==> config.mk <==
export PLATFORM = sky130hd
export DESIGN_NAME = rf_access_arbiter
export DESIGN_NICKNAME = d
export VERILOG_FILES = /design/src/rtl/rf_arb_pkg.sv /design/src/rtl/rr_arbiter.sv /design/src/rtl/rf_access_arbiter.sv
export SDC_FILE = /design/constraint.sdc
export NUM_CORES = 1
export LEC_CHECK = 0
export ABC_CLOCK_PERIOD_IN_PS = 3150
export BUFFER_PORTS_ARGS = -buffer_cell sky130_fd_sc_hd__buf_2
export CORE_AREA = 2 2 134 136
export DETAILED_ROUTE_END_ITERATION = 16
export DIE_AREA = 0 0 136 138
export PLACE_DENSITY = 0.74
export SLEW_MARGIN = 5
export SYNTH_ARGS = -nofsm -noshare
export SYNTH_HDL_FRONTEND = slang
export SYNTH_SLANG_ARGS = --single-unit
export TNS_END_PERCENT = 30
==> constraint.sdc <==
create_clock -name clk_hmc -period 3.15 [get_ports clk_hmc]
set_input_delay 0.315 -clock clk_hmc [delete_from_list [all_inputs] [get_ports clk_hmc]]
set_output_delay 0.315 -clock clk_hmc [all_outputs]
set_load 0.005 [all_outputs]
==> src/rtl/rf_arb_pkg.sv <==
// Shared types for the HMC register-file access arbiter.
// Holds the FSM state encoding, the response status codes and the timeout counter width.
package rf_arb_pkg;

  typedef enum logic [1:0] {
    IDLE,
    ISSUE,
    WAIT,
    RESP
  } rf_arb_state_t;

  typedef enum logic [1:0] {
    RF_OK      = 2'b00,
    RF_INVALID = 2'b01,
    RF_TIMEOUT = 2'b10
  } rf_rsp_status_t;

  // Wide enough for the largest supported TIMEOUT_CYCLES (65535).
  localparam int RF_TMO_CNT_W = 16;

endpackage

==> src/rtl/rr_arbiter.sv <==
// One-hot round-robin grant: the lowest requester at or above ptr wins,
// otherwise the search wraps around to the lowest requester overall.
module rr_arbiter #(
  parameter int N  = 2,
  parameter int PW = (N > 1) ? $clog2(N) : 1
) (
  input  logic [N-1:0]  req,
  input  logic [PW-1:0] ptr,
  output logic [N-1:0]  grant
);

  logic [N-1:0] mask;
  logic [N-1:0] masked;
  logic [N-1:0] pick;

  generate
    for (genvar gi = 0; gi < N; gi++) begin : g_mask
      assign mask[gi] = (PW'(gi) >= ptr);
    end
  endgenerate

  assign masked = req & mask;
  assign pick   = (|masked) ? masked : req;
  // Isolate the lowest set bit of the candidate vector.
  assign grant  = pick & (~pick + N'(1));

endmodule

==> src/rtl/rf_access_arbiter.sv <==
// Shares the single HMC register-file port between NUM_REQ requesters: round-robin
// grant, one outstanding access, completion/invalid/timeout folded into one response.
module rf_access_arbiter
  import rf_arb_pkg::*;
#(
  parameter int NUM_REQ        = 2,
  parameter int HMC_RF_WWIDTH  = 64,
  parameter int HMC_RF_RWIDTH  = 64,
  parameter int HMC_RF_AWIDTH  = 4,
  parameter int TIMEOUT_CYCLES = 255
) (
  input  logic                               clk_hmc,
  input  logic                               res_hmc,
  input  logic [NUM_REQ-1:0]                 req_valid,
  input  logic [NUM_REQ-1:0]                 req_write,
  input  logic [NUM_REQ*HMC_RF_AWIDTH-1:0]   req_addr,
  input  logic [NUM_REQ*HMC_RF_WWIDTH-1:0]   req_wdata,
  output logic [NUM_REQ-1:0]                 req_ready,
  output logic [NUM_REQ-1:0]                 rsp_valid,
  output logic [HMC_RF_RWIDTH-1:0]           rsp_rdata,
  output logic [1:0]                         rsp_status,
  output logic [HMC_RF_AWIDTH-1:0]           rf_address,
  output logic [HMC_RF_WWIDTH-1:0]           rf_write_data,
  output logic                               rf_read_en,
  output logic                               rf_write_en,
  input  logic [HMC_RF_RWIDTH-1:0]           rf_read_data,
  input  logic                               rf_access_complete,
  input  logic                               rf_invalid_address,
  output logic                               busy,
  output logic                               spurious_err
);

  localparam int IW = $clog2(NUM_REQ);
  localparam int CW = RF_TMO_CNT_W;

  rf_arb_state_t             state_q, state_d;
  logic [IW-1:0]             ptr_q, ptr_d;
  logic [IW-1:0]             gnt_idx_q, gnt_idx_d;
  logic                      is_write_q, is_write_d;
  logic [HMC_RF_AWIDTH-1:0]  rf_address_q, rf_address_d;
  logic [HMC_RF_WWIDTH-1:0]  rf_write_data_q, rf_write_data_d;
  logic                      rf_read_en_q, rf_read_en_d;
  logic                      rf_write_en_q, rf_write_en_d;
  logic [CW-1:0]             tmo_cnt_q, tmo_cnt_d;
  logic [NUM_REQ-1:0]        rsp_valid_q, rsp_valid_d;
  logic [HMC_RF_RWIDTH-1:0]  rsp_rdata_q, rsp_rdata_d;
  rf_rsp_status_t            rsp_status_q, rsp_status_d;
  logic                      spurious_q, spurious_d;

  logic [NUM_REQ-1:0]        grant;
  logic [IW-1:0]             win_idx;
  logic [HMC_RF_AWIDTH-1:0]  addr_arr  [NUM_REQ];
  logic [HMC_RF_WWIDTH-1:0]  wdata_arr [NUM_REQ];
  logic                      rf_event;
  rf_rsp_status_t            fin_status;
  logic [HMC_RF_RWIDTH-1:0]  fin_rdata;
  logic                      rsp_take;

  generate
    for (genvar gi = 0; gi < NUM_REQ; gi++) begin : g_unpack
      assign addr_arr[gi]  = req_addr[gi*HMC_RF_AWIDTH +: HMC_RF_AWIDTH];
      assign wdata_arr[gi] = req_wdata[gi*HMC_RF_WWIDTH +: HMC_RF_WWIDTH];
    end
  endgenerate

  rr_arbiter #(
    .N  (NUM_REQ),
    .PW (IW)
  ) u_rr (
    .req   (req_valid),
    .ptr   (ptr_q),
    .grant (grant)
  );

  always_comb begin
    win_idx = '0;
    for (int i = 0; i < NUM_REQ; i++) begin
      if (grant[i]) win_idx = IW'(i);
    end
  end

  // Any RF handshake; outside ISSUE/WAIT it is unexpected and only flagged.
  assign rf_event = rf_access_complete | rf_invalid_address;

  // Outcome of a completion: INVALID dominates, write responses carry no data.
  always_comb begin
    fin_status = RF_OK;
    fin_rdata  = '0;
    if (rf_invalid_address) begin
      fin_status = RF_INVALID;
    end else if (!is_write_q) begin
      fin_rdata = rf_read_data;
    end
  end

  always_comb begin
    state_d         = state_q;
    ptr_d           = ptr_q;
    gnt_idx_d       = gnt_idx_q;
    is_write_d      = is_write_q;
    rf_address_d    = rf_address_q;
    rf_write_data_d = rf_write_data_q;
    rf_read_en_d    = 1'b0;
    rf_write_en_d   = 1'b0;
    tmo_cnt_d       = tmo_cnt_q;
    rsp_valid_d     = '0;
    rsp_rdata_d     = rsp_rdata_q;
    rsp_status_d    = rsp_status_q;
    spurious_d      = spurious_q;
    rsp_take        = 1'b0;

    case (state_q)
      IDLE: begin
        spurious_d = spurious_q | rf_event;
        if (|grant) begin
          gnt_idx_d       = win_idx;
          is_write_d      = req_write[win_idx];
          rf_address_d    = addr_arr[win_idx];
          rf_write_data_d = wdata_arr[win_idx];
          rf_read_en_d    = ~req_write[win_idx];
          rf_write_en_d   = req_write[win_idx];
          state_d         = ISSUE;
        end
      end
      ISSUE: begin
        if (rf_event) begin
          rsp_status_d = fin_status;
          rsp_rdata_d  = fin_rdata;
          rsp_take     = 1'b1;
        end else begin
          tmo_cnt_d = '0;
          state_d   = WAIT;
        end
      end
      WAIT: begin
        tmo_cnt_d = tmo_cnt_q + CW'(1);
        if (rf_event) begin
          rsp_status_d = fin_status;
          rsp_rdata_d  = fin_rdata;
          rsp_take     = 1'b1;
        end else if (tmo_cnt_d == CW'(TIMEOUT_CYCLES)) begin
          rsp_status_d = RF_TIMEOUT;
          rsp_rdata_d  = '0;
          rsp_take     = 1'b1;
        end
      end
      RESP: begin
        spurious_d = spurious_q | rf_event;
        ptr_d      = (gnt_idx_q == IW'(NUM_REQ - 1)) ? '0 : gnt_idx_q + IW'(1);
        state_d    = IDLE;
      end
      default: state_d = IDLE;
    endcase

    if (rsp_take) begin
      rsp_valid_d = NUM_REQ'(1) << gnt_idx_q;
      state_d     = RESP;
    end
  end

  always_ff @(posedge clk_hmc) begin
    if (res_hmc) begin
      state_q         <= IDLE;
      ptr_q           <= '0;
      gnt_idx_q       <= '0;
      is_write_q      <= 1'b0;
      rf_address_q    <= '0;
      rf_write_data_q <= '0;
      rf_read_en_q    <= 1'b0;
      rf_write_en_q   <= 1'b0;
      tmo_cnt_q       <= '0;
      rsp_valid_q     <= '0;
      rsp_rdata_q     <= '0;
      rsp_status_q    <= RF_OK;
      spurious_q      <= 1'b0;
    end else begin
      state_q         <= state_d;
      ptr_q           <= ptr_d;
      gnt_idx_q       <= gnt_idx_d;
      is_write_q      <= is_write_d;
      rf_address_q    <= rf_address_d;
      rf_write_data_q <= rf_write_data_d;
      rf_read_en_q    <= rf_read_en_d;
      rf_write_en_q   <= rf_write_en_d;
      tmo_cnt_q       <= tmo_cnt_d;
      rsp_valid_q     <= rsp_valid_d;
      rsp_rdata_q     <= rsp_rdata_d;
      rsp_status_q    <= rsp_status_d;
      spurious_q      <= spurious_d;
    end
  end

  assign req_ready     = (state_q == IDLE && !res_hmc) ? grant : '0;
  assign rsp_valid     = rsp_valid_q;
  assign rsp_rdata     = rsp_rdata_q;
  assign rsp_status    = rsp_status_q;
  assign rf_address    = rf_address_q;
  assign rf_write_data = rf_write_data_q;
  assign rf_read_en    = rf_read_en_q;
  assign rf_write_en   = rf_write_en_q;
  assign busy          = (state_q != IDLE);
  assign spurious_err  = spurious_q;

endmodule

* Word-level counts from Yosys, hierarchy flattened
Index checks and enable logic that the tools add are counted.
W data, S select, Z words.
** Word-level totals
- Register bits after elaboration :: 160
- Output and inout port bits :: 142
- Logic and storage cells :: 88
** Operators by class
- Add/sub/neg operators :: 3
- Order comparisons :: 4
- Eq/ne operators :: 9
- Shift operators :: 1
- Multiplexer cells :: 33
- Bitwise gates (word level) :: 10
- Reduce and logical (&&, ||, !) cells :: 15
** Operator list (number)
- $mux W64 :: 8
- $pmux W64 S2 :: 1
- $pmux W16 S2 :: 1
- $add A16 B1 Y16 const B :: 1
- $eq A16 B8 Y1 const B :: 1
- $mux W16 :: 1
- $mux W2 :: 8
- $mux W4 :: 3
- $ne A3 B3 Y1 const B :: 3
- $mux W1 :: 8
- $reduce_or A2 Y1 :: 4
- $pmux W2 S3 :: 1
- $reduce_and A3 Y1 :: 2
- $and A2 B2 Y2 :: 2
- $eq A2 B2 Y1 const B :: 2
- $ne A2 B2 Y1 const B :: 2
- $not A1 Y1 :: 4
- $pmux W2 S2 :: 1
- $reduce_and A2 Y1 :: 2
- $reduce_bool A2 Y1 :: 2
- $reduce_bool A4 Y1 :: 1
- $reduce_or A3 Y1 :: 1
- $add A2 B1 Y2 const B :: 1
- $eq A2 B1 Y1 const B :: 1
- other kinds (12) :: 14

* Depth between registers and ports, before layout
Gate-level depths: netlist (run 1).
- Depth in word-level cells :: 12
- Mapped depth :: 9
- Gate-level depth less buffers :: 7

* By module
Synthesis (run 1) repeated with hierarchy kept, for this count alone.
** Second synthesis, totals
- Cell total of the unflattened synthesis :: 793
- Area total of the unflattened synthesis :: 7134.3 µm²
** By module, submodules not included
- rf_access_arbiter :: times used 1, cells each 790, area an instance 7115.6 µm²
- rr_arbiter :: times used 1, cells each 3, area an instance 18.8 µm²

* Least setup slack after synthesis (run 1)
Ideal clock, no wire load.
- Path kind :: reg2reg
- Start :: register tmo_cnt_q[0]
- End :: register rsp_rdata_q[0] (netlist: rsp_rdata[0])
- Arrival time :: 2.114 ns
- Slack :: 0.907 ns
- Stages on the path, launching flop included :: 10
- Period minus slack after synthesis :: 2.243 ns
- Path through :: dfxtp_1 -> ha_1 -> nand3_2 -> or3_1 -> a2111oi_2 -> nand4_1 -> nor2_1 -> buf_6 -> buf_6 -> o31ai_1
** Between the ends
- Cells in the longest elaborated chain, start to end :: 4
** RTL lines
- from (decl) :: line rf_access_arbiter.sv:44 : logic [CW-1:0] tmo_cnt_q, tmo_cnt_d;
- from (signal assigned) :: line rf_access_arbiter.sv:185 : tmo_cnt_q <= tmo_cnt_d;
- $add A16 B1 Y16 :: line rf_access_arbiter.sv:136 : tmo_cnt_d = tmo_cnt_q + CW'(1);
- $eq A16 B8 Y1 :: line rf_access_arbiter.sv:141 : end else if (tmo_cnt_d == CW'(TIMEOUT_CYCLES)) begin
- $ne A3 B3 Y1 (no source line)
- $reduce_and A3 Y1 (no source line)
- to (signal assigned) :: line rf_access_arbiter.sv:187 : rsp_rdata_q <= rsp_rdata_d;
- to (decl) :: line rf_access_arbiter.sv:46 : logic [HMC_RF_RWIDTH-1:0] rsp_rdata_q, rsp_rdata_d;
No other way between the ends.
A chain may end at the register's enable or synchronous reset.

* Worst setup path after layout (run 1)
- Start :: register tmo_cnt_q[0]
- End :: register rsp_rdata_q[7] (netlist: rsp_rdata[7])
Same word-level chain as after synthesis.

==> summary.md, run 1 <==
| Metric | Value |
|---|---|
| Max Clk Rate | `between 300 and 400 MHz` |
| Reg2Reg Capture Point | `rsp_rdata[7]` |
| Ys async rst share | `0%` |
| CTS Sinks | `between 150 and 200` |
| Pwr per Cell Area | `around 750 nW/um^2` |
| Die width | `around 140 microns` |
| WP data arrival | `2900 ps` |
| Result of the run | `complete, no violations` |
| TNS Setup | `0 ps` |
| Crit path max fanout | `between 60 and 70` |
| Total congestion overflow | `0` |
| Initial antenna violation count | `4` |
| Psw | `roughly 2.6 mW` |
| Worst-Margin Slew | `approximately 880 ps` |
| Comb power frac | `roughly 34%` |
| CTS Buffer Depth | `2` |
| Syn Std Cell Area | `about 7300 sq um` |
| Hold_buf cts | `0` |
| Setup ws final | `slightly above 500 ps` |
| Min-delay worst type | `input pin to flop` |
| First-pass detailed-route iteration total | `5` |
| Final hold viol count | `0` |
| Period utilization | `a little over four fifths` |
| Final Max Slew Viols | `0` |
| P_int | `roughly 4.7 mW` |
| Die ar. | `about 19000 sq um` |
| DR WL met2 | `10300 microns` |
| Uppermost routed layer | `met5` |
| TritonCTS clock tree | `yes` |
| Area leader, netlist | `dfxtp_1` |
| Met1 WL | `9200 microns` |
| WL met3 | `roughly 2000 microns` |
| Port Buffer Count | `around 350` |
| Drt total wl | `between 20000 and 25000 microns` |
| Commonest non-fill, non-tap cell in the layout | `buf_2` |
| Nets | `roughly 1300` |
| Final ANT Viol Nets | `0` |
| Clock transition at the registers of the reported paths | `70 ps` |
| Worst R2R Setup Slack | `around 520 ps` |
| Top post-synthesis cells by area | `dfxtp_1 44%, mux2i_1 9.7%, a32oi_1 7.7%` |
| Critical Path Start Type | `flop` |
| Max_cap viols | `0` |
| Placement Setup Slack | `between 500 and 600 ps` |
| CP Capture Type | `flop` |
| Hpwl dp | `around 15000 microns` |
| CTS Buf Count | `17` |
| Area growth from synthesis to layout | `34.0%` |
| Die height | `138 microns` |
| Hold endpoint | `rsp_rdata[22]` |
| Tmin final | `2630 ps` |
| Largest net degree at the start of global routing | `between 100 and 150` |
| Share of cells above drive strength 1 | `between 30% and 40%` |
| Cell Rows | `49` |
| VDD IR max | `between 400 and 500 uV` |
| Leak | `around 4.5 nW` |
| Ports | `350` |
| Sequential-to-total area share from yosys stat | `44.1%` |
| Switching share of total power | `a little over a third` |
| Startpoint of the worst hold path | `rf_read_data[22]` |
| YS warnings | `0` |
| Crit path kind | `flop to flop` |
| Vias in the first global route | `between 6000 and 7000` |
| Synth top area share | `~44%` |
| FF+latch count, synth | `160` |
| Setup Skew | `~10 ps` |
| Final Setup Violations | `0` |
| First-pass GRT wire length | `between 30000 and 40000 microns` |
| Most frequent cells in the layout | `348 x buf_2, 160 x dfxtp_1, 98 x nor2_1, 73 x nand2_1` |
| # fillers | `roughly 1600` |
| Effective utilization at floorplan | `between 40% and 50%` |
| Overall routing resource usage | `between 20% and 30%` |
| Syn Inst Count | `between 800 and 900` |
| Setup repair after global routing missed its margin | `false` |
| Synth Area per Inst | `9.03 sq um` |
| Core Area | `~18000 sq um` |
| Post_cts resized | `0` |
| Max_slew headroom | `between 40% and 50%` |
| Sequential fraction of design power | `between 30% and 40%` |
| Post-Syn Nets | `1018` |
| Root Driver | `clkbuf_16` |
| H-tree levels | `4` |
| Most used DFF post-synth | `dfxtp_1` |
| DRT iter0 DRCs | `approximately 460` |
| FF-to-FF Start | `tmo_cnt_q[0]` |
| Setup Fix Bufs, Post-CTS | `0` |
| Via count | `roughly 7300` |
| CP required | `roughly 3400 ps` |
| Via/cell ratio | `around 5.4` |
| Routability cong. | `between 0.9 and 1` |
| Avg WL per Cell | `between 15 and 20 microns` |
| Unique masters post-synth | `42` |
| Post-synth EDFFs | `0` |
| Clock power share | `approximately 28%` |
| WHS Path Cells | `3` |
| Drt drc | `0` |
| FF-to-FF path depth | `8` |
| Clk Latency, worst-skew pair | `just over 400 ps` |
[per-layer routing]
layer	up-vias	GRT usage (%)
met5	-	0
met4	6	9.38
li1	3644	-
met2	292	35.7
met3	36	7.55
met1	3300	28.0
[power groups by stage]
| stage | combinational, mW | sequential (mW) | clock, mW |
|---|---|---|---|
| floorplan | 1.36 | 2.87 | 0 |
| finish | 2.43 | 2.79 | 2.04 |
| CTS | 2.44 | 2.79 | 2.10 |
| global route | 2.69 | 2.86 | 2.19 |
| global placement | 2.41 | 2.81 | 0 |
| detailed placement | 2.44 | 2.83 | 0 |
[cell type report]
type | count | area, sq um | share of cell area (%)
Antenna cell | 1 | 2.50 | 0.0257
Clock buffer | 18 | 429 | 4.41
Clock inverter | 13 | 153 | 1.57
Inverter | 11 | 42.5 | 0.437
Multi-Input combinational cell | 552 | 3690 | 38.0
Sequential cell | 160 | 3200 | 32.9
Tap cell | 229 | 287 | 2.95
Timing Repair Buffer | 363 | 1920 | 19.7
[logic make-up after synthesis]
kind of cell,synth area share [%]
muxes,9.66
AOI/OAI and AO/OA,26.0
adders and majority gates,1.03
and+or+nand+nor,12.8
DFF,44.1
xor gates and xnor gates,0.845
buffers and inverters,5.53
[cells in the mapped netlist, types with 3 or more instances]
cell type	instances
and3_1	6
nor3_1	11
a32oi_1	64
buf_2	9
buf_1	3
o21ai_0	17
o31ai_1	65
nor4_1	3
dfxtp_1	160
nand2_1	75
xnor2_1	5
a21oi_1	19
mux2i_1	70
ha_1	6
and4_1	3
nand3_1	4
a211oi_1	70
buf_6	6
clkbuf_1	63
nand4_1	7
nor2_1	101
inv_1	10
[critical path: stages, from the launching register on]
cell	delay [ps]
dfxtp_1	430
ha_1	290
nand3_2	140
or3_1	380
a2111oi_2	370
nand4_1	260
nor2_4	160
buf_12	260
o31ai_1	140
[per-stage QoR]
step / hold WS [ps] / utilization, % / cells / instance area (sq um) / total power, mW
floorplan: 426 / - / 804 / 7260 / 4.23
global placement: 455 / 52.1 / 1315 / 9140 / 5.22
detailed placement: 462 / 52.1 / 1315 / 9140 / 5.27
CTS: 74.2 / 55.4 / 1346 / 9720 / 7.34
global route: 89.0 / 55.5 / 1347 / 9720 / 7.74
finish: 101 / 55.5 / 1347 / 9720 / 7.26
[registers in the layout (all words and copies together), names as in the netlist, 2 cells and up]
register,count
state_q,2
tmo_cnt_q,16
rf_write_data,64
rsp_rdata,64
rf_address,4
rsp_status,2
rsp_valid,2
[how the worst max path moves through the flow]
stage / slack, ps / start / depth (start not counted) / end
CTS: 540 / tmo_cnt_q[0] / 8 / rsp_rdata[15]
detailed placement: 550 / tmo_cnt_q[0] / 8 / rsp_rdata[63]
finish: 520 / tmo_cnt_q[0] / 8 / rsp_rdata[7]
floorplan: 910 / tmo_cnt_q[0] / 9 / rsp_rdata[0]
global route: 280 / tmo_cnt_q[0] / 8 / rsp_rdata[2]
global placement: 630 / tmo_cnt_q[0] / 8 / rsp_rdata[11]
No activity file was read; power rests on OpenSTA's default activity.
==> run 2: changes to the inputs <==
ABC_CLOCK_PERIOD_IN_PS = 2100   (was 3150)
CORE_AREA = default   (was 2 2 134 136)
CORE_MARGIN = 2   (was default)
CORE_UTILIZATION = 42   (was default)
DIE_AREA = default   (was 0 0 136 138)
PLACE_DENSITY = 0.77   (was 0.74)
clock period = 2.1 ns   (was 3.15 ns; I/O delays follow)
==> summary.md, run 2 (same netlist as run 1, synthesis figures left out) <==
| Metric | Value |
|---|---|
| Result of the run | `complete, but fails checks` |
| Failing checks | `negative setup slack` |
| VDD IR max | `between 600 and 700 uV` |
| First-pass detailed-route iteration total | `5` |
| Drt drc | `0` |
| H-tree levels | `4` |
| Avg WL per Cell | `~17 microns` |
| CTS Sinks | `160` |
| Worst-path cell chain | `ha_4 > nand3_2 > or3_4 > a2111oi_4 > nand4_1 > buf_4 > o311a_4 > o22ai_2` |
| Period utilization | `107%` |
| Min-delay worst type | `input pin to flop` |
| Setup repair after global routing missed its margin | `true` |
| Crit path kind | `flop to flop` |
| First-pass GRT wire length | `about 38000 microns` |
| Initial antenna violation count | `3` |
| Vias in the first global route | `7442` |
| Final Setup Violations | `70` |
| Die height | `135 microns` |
| Startpoint of the worst hold path | `rf_read_data[4]` |
| Final hold viol count | `0` |
| Ports | `350` |
| Critical Path Start Type | `flop` |
| Via/cell ratio | `5.52` |
| Total congestion overflow | `0` |
| Area growth from synthesis to layout | `49.8%` |
| Final ANT Viol Nets | `0` |
| Cell Rows | `48` |
| Overall routing resource usage | `a little over a quarter` |
| Setup Skew | `~9.8 ps` |
| Clock transition at the registers of the reported paths | `roughly 60 ps` |
| Root Driver | `clkbuf_16` |
| Routability cong. | `slightly above 0.9` |
| Post-route cell area | `~11000 sq um` |
| WP data arrival | `about 2600 ps` |
| CTS Buffer Depth | `2` |
| Drt total wl | `~25000 microns` |
| # fillers | `about 1400` |
| CP required | `approximately 2500 ps` |
| Clk Latency, worst-skew pair | `420 ps` |
| Via count | `~8000` |
| CTS Buf Count | `17` |
| Port Buffer Count | `about 350` |
| CP Capture Type | `flop` |
| Most frequent cells in the layout | `348 x buf_2, 157 x dfxtp_1, 98 x nor2_1, 73 x nand2_1` |
| Setup ws final | `-157 ps` |
| Worst-Margin Slew | `544 ps` |
| Commonest non-fill, non-tap cell in the layout | `buf_2` |
| Nets | `1415` |
| Largest net degree at the start of global routing | `~130` |
| Max Clk Rate | `443 MHz` |
| Crit path largest cell delay | `360 ps` |
| Die ar. | `approximately 18000 sq um` |
| DRT iter0 DRCs | `411` |
| Share of cells above drive strength 1 | `a little under two fifths` |
| Dpl cell area | `roughly 9400 sq um` |
| Setup crit start | `tmo_cnt_q[1]` |
| Die width | `135 microns` |
| Max_slew headroom | `about 64%` |
| Core Area | `~17000 sq um` |
| Placement Setup Slack | `-169 ps` |
| Pwr per Cell Area | `1040 nW/um^2` |
| Effective utilization at floorplan | `approximately 42%` |
| CP max stage cell | `dfxtp_4` |
| Leak | `roughly 5 nW` |
| Hpwl dp | `between 15000 and 20000 microns` |
| Final Max Slew Viols | `0` |
| Crit path max fanout | `4` |
| Max_cap viols | `0` |
| Tmin final | `around 2300 ps` |
| FF-to-FF Start | `tmo_cnt_q[1]` |
| TritonCTS clock tree | `yes` |
| Antenna diode count | `0` |
run 2: worst max-delay path, delay by kind of cell (launching register included):
family          cells  cell delay, ps
flops               1             360
simple gates        3             710
compound gates      3             760
fa+ha+maj           1             130
buf+inv             1             220
run 2: repair_timing:
action                                 4_1_cts  5_1_grt
gates resized for setup                     17       12
gates cloned                                 3        0
hold buffers                                57        0
setup endpoints to repair                   71       71
pin swaps                                    9        6
buffers inserted                            10        3
endpoints found under the hold margin       57        0
run 2: stage by stage:
| stage | TNS (ps) | hold WS [ps] | utilization, % | power (mW) | instances |
|---|---|---|---|---|---|
| after CTS | -6140 | 4.14 | 63.1 | 11.3 | 1437 |
| after global routing | -15160 | 6.41 | 63.5 | 11.9 | 1439 |
| after detailed placement | -8770 | 420 | 55.0 | 8.08 | 1335 |
| final | -7150 | 13.6 | 63.5 | 11.3 | 1439 |
| after floorplan | 0 | 329 | - | 6.34 | 804 |
| after global placement | -6410 | 413 | 55.0 | 7.99 | 1335 |
run 2: path summary, 6_finish.rpt:
kind	end	slack (ps)	depth (start not counted)
worst min-delay path	rsp_rdata[4]	10	3
worst max-delay path	state_q[0]	-160	8
worst min register to register	rsp_valid[0]	470	1
worst max register to register	state_q[0]	-160	8
run 2: power breakdown:
group / switching [mW] / internal (mW) / total (mW) / leakage, nW
Sequential: 0.425 / 3.78 / 4.21 / 1.31
Clock: 1.33 / 1.73 / 3.05 / 0.282
Combinational: 2.35 / 1.68 / 4.03 / 3.39
run 2: area by class of cell:
cell class	instances	area (sq um)	area share, %
timing repair buffer	459	2900	26.7
clock buffer	20	457	4.20
inverter	11	42.5	0.391
clock inverter	12	123	1.13
sequential	160	3210	29.5
tap	225	282	2.59
multi-input combinational	552	3850	35.4
run 2: layer usage:
| layer | global-route usage (%) | share of wire [%] |
|---|---|---|
| met4 | 14.4 | 4.4 |
| met1 | 29.6 | 38 |
| met3 | 8.27 | 8.1 |
| met2 | 43.9 | 49 |
| met5 | 0 | 0.18 |
==> run 3: changes to the inputs <==
ABC_CLOCK_PERIOD_IN_PS = 2600   (was 2100)
CORE_AREA = 2 2 134 136   (was default)
CORE_MARGIN = default   (was 2)
CORE_UTILIZATION = default   (was 42)
DIE_AREA = 0 0 136 138   (was default)
PLACE_DENSITY = 0.74   (was 0.77)
RECOVER_POWER = 100   (was default)
clock period = 2.6 ns   (was 2.1 ns; I/O delays follow)
==> summary.md, run 3 (same netlist as run 1, synthesis figures left out) <==
| Metric | Value |
|---|---|
| Root Driver | `clkbuf_16` |
| Share of cells above drive strength 1 | `between 20% and 30%` |
| First-pass GRT wire length | `34700 microns` |
| Worst R2R Setup Slack | `roughly 140 ps` |
| Area growth from synthesis to layout | `33.7%` |
| FF-to-FF Start | `tmo_cnt_q[0]` |
| Die height | `about 140 microns` |
| CTS Buffer Depth | `2` |
| Avg WL per Cell | `~16 microns` |
| Crit path largest cell delay | `about 390 ps` |
| Final Setup Violations | `0` |
| Period utilization | `94.7%` |
| Largest net degree at the start of global routing | `105` |
| Routability cong. | `0.859` |
| Pwr per Cell Area | `~900 nW/um^2` |
| Most frequent cells in the layout | `243 x buf_2, 158 x dfxtp_1, 109 x clkbuf_1, 98 x nor2_1, 73 x nand2_1` |
| Die ar. | `18800 sq um` |
| CP top delay family | `simple AND/OR/NAND/NOR gates` |
| Clock transition at the registers of the reported paths | `70 ps` |
| Overall routing resource usage | `23.0%` |
| CP Capture Type | `flop` |
| Port Buffer Count | `about 350` |
| Min-delay worst type | `input pin to flop` |
| FF-to-FF path depth | `8` |
| DRT iter0 DRCs | `~350` |
| Vias in the first global route | `about 6800` |
| # fillers | `around 1700` |
| Crit path kind | `flop to flop` |
| Critical Path End | `rsp_rdata[43]` |
| Critical Path Start Type | `flop` |
| Multi-input gate area | `3680 sq um` |
| Reg2Reg Capture Point | `rsp_rdata[43]` |
| VDD IR max | `about 530 uV` |
| Setup ws final | `between 100 and 150 ps` |
| Setup repair after global routing missed its margin | `false` |
| Critical path depth | `8` |
| Effective utilization at floorplan | `41.4%` |
| Via count | `~7400` |
| WP data arrival | `2760 ps` |
| Die width | `136 microns` |
| Total congestion overflow | `0` |
| Core Area | `around 18000 sq um` |
| Register area | `3210 sq um` |
| Final Max Slew Viols | `0` |
| Tmin final | `around 2500 ps` |
| Buf/Inv on CP | `1` |
| Max Clk Rate | `around 400 MHz` |
| Setup crit start | `tmo_cnt_q[0]` |
| Worst-path cell chain | `ha_2 > nand3_1 > or3_1 > a2111oi_2 > nand4_1 > nor2_4 > buf_4 > o31ai_1` |
| Setup Skew | `between 10 and 15 ps` |
| Leak | `just over 4 nW` |
| CP required | `2900 ps` |
| Initial antenna violation count | `2` |
| Crit path max fanout | `18` |
| Via/cell ratio | `between 5 and 6` |
| Worst-Margin Slew | `between 1000 and 1500 ps` |
| Nets | `1332` |
| TritonCTS clock tree | `yes` |
| Ports | `350` |
| Result of the run | `complete, no violations` |
| Final ANT Viol Nets | `0` |
| TNS Setup | `0 ps` |
| CTS Sinks | `160` |
| CTS Buf Count | `17` |
| Commonest non-fill, non-tap cell in the layout | `buf_2` |
| H-tree levels | `4` |
| Final hold viol count | `0` |
| First-pass detailed-route iteration total | `4` |
| Max_slew headroom | `a little over a quarter` |
| CP max stage cell | `dfxtp_2` |
| Drt total wl | `between 20000 and 25000 microns` |
| Placement Setup Slack | `~68 ps` |
| Hold_buf cts | `0` |
| Drt drc | `0` |
| Hpwl dp | `around 16000 microns` |
| Max_cap viols | `0` |
| Cell Rows | `a little under 50` |
| WHS Path Cells | `3` |
| Clk Latency, worst-skew pair | `approximately 420 ps` |
==> run 3: changes by cell type in the layout (fill, tap and decap cells not counted), moves of 3 or more <==
cell	before	now
dlygate4sd3_1	57	0
buf_2	348	243
clkbuf_1	1	109
inv_6	3	6
buf_12	11	8
o31ai_2	7	0
o31ai_1	57	65
buf_4	39	16
==> run 3: final cells by class <==
cell class,instances,share of cell area [%]
antenna,1,0.0258
inverter,11,0.438
clock buffer,20,4.71
timing repair buffer,376,19.6
multi-input combinational,552,37.9
sequential,160,33.0
tap,229,2.95
clock inverter,12,1.25
==> run 3: worst min path at each step <==
stage,start,to,slack [ps]
final,rf_read_data[32],rsp_rdata[32],40
after global routing,rf_read_data[21],rsp_rdata[21],30
after CTS,rf_read_data[32],rsp_rdata[32],20
after detailed placement,gnt_idx_q,rsp_valid[0],440
after global placement,gnt_idx_q,rsp_valid[0],450
after floorplan,rf_read_data[0],rsp_rdata[0],380
==> run 3: repair_timing <==
item	CTS	global route
gates resized for setup	0	4
setup buffers	0	1
hold endpoints to repair	0	0
endpoints found under the setup margin	0	69
==> run 3: power breakdown <==
part           leakage (nW)  internal, mW  switching [mW]  total (mW)
clock                 0.277          1.39            1.06        2.46
sequential             1.31          3.06           0.346        3.40
combinational          2.53          1.13            1.79        2.92
total                  4.12          5.58            3.20        8.78
==> run 3: layer usage <==
metal / GRT usage, % / share of wire (%) / vias to the layer above
met5: 0 / 0.058 / -
met4: 8.94 / 3.5 / 2
met3: 7.30 / 8.6 / 47
met2: 37.7 / 47 / 308
met1: 28.0 / 41 / 3390
li1: - / - / 3663
==> run 3: tightest hold or removal path, delay by kind of cell <==
kind / cells / cell delay (ps)
AO/OA/AOI/OAI: 2 / 90
buffers and inverters: 1 / 70
==> run 3: per-stage QoR <==
stage / total power, mW / hold WS [ps] / utilization (%) / cell area [sq um] / instances
finish: 8.78 / 39.2 / 55.3 / 9700 / 1361
global route: 9.35 / 28.3 / 55.3 / 9700 / 1361
CTS: 8.98 / 21.2 / 56.2 / 9850 / 1359
detailed placement: 6.50 / 445 / 52.9 / 9270 / 1327
global placement: 6.42 / 452 / 52.9 / 9270 / 1327
floorplan: 5.12 / 379 / - / 7260 / 804
